[config.mk]
export PLATFORM = sky130hd
export DESIGN_NAME = return_address_stack
export DESIGN_NICKNAME = d
export VERILOG_FILES = /design/src/rtl/return_address_stack.sv
export SDC_FILE = /design/constraint.sdc
export NUM_CORES = 1
export LEC_CHECK = 0
export ABC_AREA = 0
export CELL_PAD_IN_SITES_DETAIL_PLACEMENT = 2
export CELL_PAD_IN_SITES_GLOBAL_PLACEMENT = 2
export CORE_MARGIN = 2
export CORE_UTILIZATION = 25
export DETAILED_ROUTE_END_ITERATION = 12
export PLACE_DENSITY = 0.56
export SKIP_LAST_GASP = 1
export SYNTH_ARGS = -nofsm -noshare
export SYNTH_HDL_FRONTEND = slang
export SYNTH_SLANG_ARGS = --single-unit
export TNS_END_PERCENT = 100
[constraint.sdc]
create_clock -name clk -period 5.2 [get_ports clk]
set_clock_uncertainty 0.05 [all_clocks]
set_input_delay 1.04 -clock clk [delete_from_list [all_inputs] [get_ports clk]]
set_output_delay 1.04 -clock clk [all_outputs]
set_load 0.01 [all_outputs]
[src/rtl/return_address_stack.sv]
// Return address stack: calls push return addresses, returns pop them, checkpoints repair speculation.
// Latency: one cycle; every update appears on top/ckpt outputs the cycle after the edge.
// Backpressure: none; push, pop and recover are accepted every cycle (rst > recover > push/pop).
module return_address_stack #(
    parameter int DEPTH     = 8,
    parameter int PC_WIDTH  = 32,
    parameter int PTR_WIDTH = 3
) (
    input  logic                 clk,
    input  logic                 rst,
    input  logic                 pushEn,
    input  logic [PC_WIDTH-1:0]  pushAddr,
    input  logic                 popEn,
    output logic [PC_WIDTH-1:0]  topAddr,
    output logic                 topValid,
    output logic [PTR_WIDTH-1:0] ckptPtr,
    output logic [PTR_WIDTH:0]   ckptCount,
    output logic [PC_WIDTH-1:0]  ckptTop,
    input  logic                 recoverEn,
    input  logic [PTR_WIDTH-1:0] recoverPtr,
    input  logic [PTR_WIDTH:0]   recoverCount,
    input  logic [PC_WIDTH-1:0]  recoverTop
);

    localparam logic [PTR_WIDTH:0]   FULL    = (PTR_WIDTH + 1)'(DEPTH);
    localparam logic [PTR_WIDTH:0]   CNT_ONE = (PTR_WIDTH + 1)'(1);
    localparam logic [PTR_WIDTH-1:0] PTR_ONE = PTR_WIDTH'(1);

    logic [PC_WIDTH-1:0]  entry [DEPTH];
    logic [PTR_WIDTH-1:0] ptr;
    logic [PTR_WIDTH:0]   count;

    logic [PTR_WIDTH-1:0] ptr_nxt;
    logic [PTR_WIDTH:0]   count_nxt;
    logic                 wr_en;
    logic [PTR_WIDTH-1:0] wr_idx;
    logic [PC_WIDTH-1:0]  wr_dat;

    // Next pointer/count and the single entry write for this cycle, recover first.
    always_comb begin
        ptr_nxt   = ptr;
        count_nxt = count;
        wr_en     = 1'b0;
        wr_idx    = ptr;
        wr_dat    = pushAddr;
        if (recoverEn) begin
            ptr_nxt   = recoverPtr;
            count_nxt = (recoverCount > FULL) ? FULL : recoverCount;
            wr_en     = 1'b1;
            wr_idx    = recoverPtr;
            wr_dat    = recoverTop;
        end else if (pushEn && popEn && (count != '0)) begin
            // Return then call in one group: replace the top in place.
            wr_en  = 1'b1;
            wr_idx = ptr;
        end else if (pushEn) begin
            // Full stack wraps and silently overwrites the oldest entry.
            ptr_nxt   = ptr + PTR_ONE;
            count_nxt = (count == FULL) ? count : count + CNT_ONE;
            wr_en     = 1'b1;
            wr_idx    = ptr + PTR_ONE;
        end else if (popEn && (count != '0)) begin
            // Popped contents stay in place so a later recovery can reuse them.
            ptr_nxt   = ptr - PTR_ONE;
            count_nxt = count - CNT_ONE;
        end
    end

    // State register with synchronous reset clearing pointer, count and all entries.
    always_ff @(posedge clk) begin
        if (rst) begin
            ptr   <= '0;
            count <= '0;
            for (int i = 0; i < DEPTH; i++) begin
                entry[i] <= '0;
            end
        end else begin
            ptr   <= ptr_nxt;
            count <= count_nxt;
            if (wr_en) begin
                entry[wr_idx] <= wr_dat;
            end
        end
    end

    // Outputs come straight from registers; the checkpoint is the pre-update state.
    always_comb begin
        topAddr   = entry[ptr];
        topValid  = (count != '0);
        ckptPtr   = ptr;
        ckptCount = count;
        ckptTop   = entry[ptr];
    end

endmodule
==> impl_metrics.json <==
{
  "die_width_um": 237,
  "syn_nets": 1050,
  "async_reset_ff_share_pct": 0,
  "synth-edff-count": 256,
  "antenna_cells_inserted": 0,
  "actual_transition_at_the_worst_max_transition_pin_ns": 1.04,
  "critical_path.endpoint_type": "output pin",
  "wirelength_um": 42900,
  "timing.critical_path.arrival_ns": 3.07,
  "slew_violations": 0,
  "cts.hold.buffers_added": 0,
  "ys_types": 59,
  "dieHeight_um": 237,
  "post_route_cells_drive_above_1_share_pct": 25.9,
  "route.detailed.drc": 0,
  "setup.worst_path.start_class": "register",
  "route.detailed.vias_per_inst": 4.93,
  "max_clock_freq_ghz": 0.241,
  "numCtsBuffers": 34,
  "synth_top_cell_by_area": "sky130_fd_sc_hd__edfxtp_1",
  "clock_insertion_delay_worst_skew_ns": 0.51,
  "coreArea_um2": 53800,
  "gp_routability_congestion": 0.713,
  "post-place-cells": 1723,
  "placement.io_buffers": 147,
  "yosys_register_bits": 266,
  "design.final.nets": 1144,
  "clock-root-buffer": "sky130_fd_sc_hd__clkbuf_16",
  "final.period_utilization_pct": 79.9,
  "post_drt_wl_per_cell_um": 24.1,
  "post_synth.cell_area_avg_um2": 14.1,
  "tritoncts": "yes",
  "critPathKind": "reg -> out",
  "dominant_register_cell_in_the_synthesized_netlist": "sky130_fd_sc_hd__edfxtp_1",
  "vdd_drop_max_mv": 0.190,
  "globalRoute.totalOverflow": 0,
  "layout_overhead_on_the_synthesized_area_pct": 24.2,
  "clk_path_buf_depth": 3,
  "time_the_final_worst_path_needs_with_i_o_delays_and_setup_ns": 4.16,
  "die-area_um2": 56400,
  "min-delay-path-class": "reg -> reg",
  "io_pins": 148,
  "setup_repair_after_global_routing_missed_its_margin": "false",
  "synthesis.area_um2": 13600,
  "commonest_cells_after_routing_fill_and_taps_aside": "sky130_fd_sc_hd__edfxtp_1, sky130_fd_sc_hd__nor2_1, sky130_fd_sc_hd__clkdlybuf4s50_1, sky130_fd_sc_hd__mux4_2, sky130_fd_sc_hd__mux2_2",
  "timing.final.setup_violations": 0,
  "drt_iter0_markers": 399,
  "yosys_warnings": 0,
  "antenna_left": 0,
  "first_global_vias": 9679,
  "grt_start_max_net_pins": 66,
  "critical_path_required_ns": 4.11,
  "cts_max_level": 2,
  "cts.sinks": 266,
  "clk_pin_slew_ns": 0.05,
  "final_hold_slack_ns": 0.540,
  "num-fill-cells": 5605,
  "final_cell_count_no_fill": 1783,
  "cts_resized": 0,
  "detail_route.first_pass.iterations": 4,
  "power-per-cell-area_nw_per_um2": 365,
  "max_cap_violations": 0,
  "floorplan.initialDensity_pct": 25.3,
  "number_of_antenna_violations_at_the_first_check_in_global_routing": 0,
  "synth_seq_area_share_pct": 57.9,
  "slew-limit-headroom_pct": 30.5,
  "p_leak_nw": 5.48,
  "main_area_contributors_after_synthesis": "sky130_fd_sc_hd__edfxtp_1, sky130_fd_sc_hd__mux4_2, sky130_fd_sc_hd__nor2_1",
  "most_common_cell_after_layout_fill_and_taps_aside": "sky130_fd_sc_hd__edfxtp_1",
  "core.rowCount": 85,
  "synth_top_area_share_pct": 56.4,
  "dpl.hpwl_um": 28000,
  "tot_gr_track_use_pct": 15.4,
  "worstPathMaxFanout": 32,
  "post-cts-setup-buffer-count": 0,
  "timing_hold_violations_final": 0,
  "netlist_instances": 969,
  "grt_pass1_wl_um": 64800,
  "fin_setup_tns_ns": 0,
  "vias": 8798,
  "run_status": "completed"
}
## cell type report
type / instances / area (µm²) / area share (%)
clock buffer: 43 / 906 / 5.35
clock inverter: 17 / 141 / 0.836
inverter: 5 / 18.8 / 0.111
multi-input combinational: 574 / 5280 / 31.2
sequential: 266 / 7890 / 46.7
tap: 696 / 871 / 5.15
timing repair buffer: 182 / 1810 / 10.7
## stage by stage
step           setup slack [ns]  total power, mW  utilization, %  cell area [µm²]
6_report                   1.04             6.18            31.4            16900
5_1_grt                   0.830             6.44            31.4            16900
4_1_cts                   0.928             6.28            31.4            16900
3_5_place_dp              0.697             4.00            29.5            15900
3_3_place_gp              0.774             3.98            29.5            15900
2_1_floorplan            0.0165             3.42               -            13600
## flip-flops by register name, summed over array words and instances (netlist names), named ones only
name	count
ckptPtr	3
ckptCount	4
entry	256
## Yosys cell counts, types with 3 or more instances
cell                         n
sky130_fd_sc_hd__o21ai_0     7
sky130_fd_sc_hd__o311ai_2   28
sky130_fd_sc_hd__nand4_1    33
sky130_fd_sc_hd__xnor2_1     3
sky130_fd_sc_hd__inv_1       4
sky130_fd_sc_hd__ha_1        4
sky130_fd_sc_hd__mux2_2     64
sky130_fd_sc_hd__nand2_1     9
sky130_fd_sc_hd__dfxtp_1    10
sky130_fd_sc_hd__clkbuf_1   50
sky130_fd_sc_hd__buf_4      34
sky130_fd_sc_hd__nor4_2     11
sky130_fd_sc_hd__mux2i_1    36
sky130_fd_sc_hd__a21oi_1     4
sky130_fd_sc_hd__buf_2      29
sky130_fd_sc_hd__nand3_1     3
sky130_fd_sc_hd__edfxtp_1  256
sky130_fd_sc_hd__or3_1       3
sky130_fd_sc_hd__buf_1      10
sky130_fd_sc_hd__nor2_1    199
sky130_fd_sc_hd__nand3b_1    3
sky130_fd_sc_hd__nor4_1     53
sky130_fd_sc_hd__o311ai_1    4
sky130_fd_sc_hd__mux4_2     64
sky130_fd_sc_hd__a21o_1      5
## worst max-delay path, stage by stage, from the launching register on
cell and delay (ns):
sky130_fd_sc_hd__dfxtp_4 0.81, sky130_fd_sc_hd__buf_12 0.29, sky130_fd_sc_hd__mux4_2 0.58, sky130_fd_sc_hd__mux2_2 0.32
sky130_fd_sc_hd__clkdlybuf4s50_1 0.49
## worst paths after layout
path | slack, ns | cells after the start | endpoint | start
worst min-delay path | 0.54 | 2 | ckptCount[2] | ckptCount[2]
worst max register to register | 1.54 | 6 | entry[7][11] | ckptCount[1]
worst max-delay path | 1.04 | 4 | ckptTop[18] | register
worst min register to register | 0.54 | 2 | ckptCount[2] | ckptCount[2]
## kinds of logic (layout without fill, tap and decap cells)
kind of cell | after synthesis | after routing | synth area share [%]
and+or+nand+nor | 328 | 328 | 11.8
muxes | 166 | 166 | 18.8
DFF | 266 | 266 | 57.9
adders and majority gates | 5 | 5 | 0.514
xor gates and xnor gates | 3 | 3 | 0.193
AOI/OAI and AO/OA | 72 | 72 | 5.96
buffers and inverters | 129 | 247 | 4.81
## report_power, final
part           leakage (nW)  switching, mW  total (mW)  internal [mW]
clock network         0.508          0.921        2.26           1.33
logic                  2.23          0.714        1.30          0.581
registers              2.75         0.0984        2.63           2.53
total                  5.48           1.73        6.18           4.44
## per-layer routing
layer / GRT usage [%] / up-vias / routed length [µm]
met5: 0 / - / 0
met3: 2.07 / 47 / 1410
met2: 26.8 / 146 / 21500
met1: 20.3 / 4640 / 19300
met4: 3.56 / 0 / 716
li1: - / 3965 / -
(Power assumes the default switching activity.)
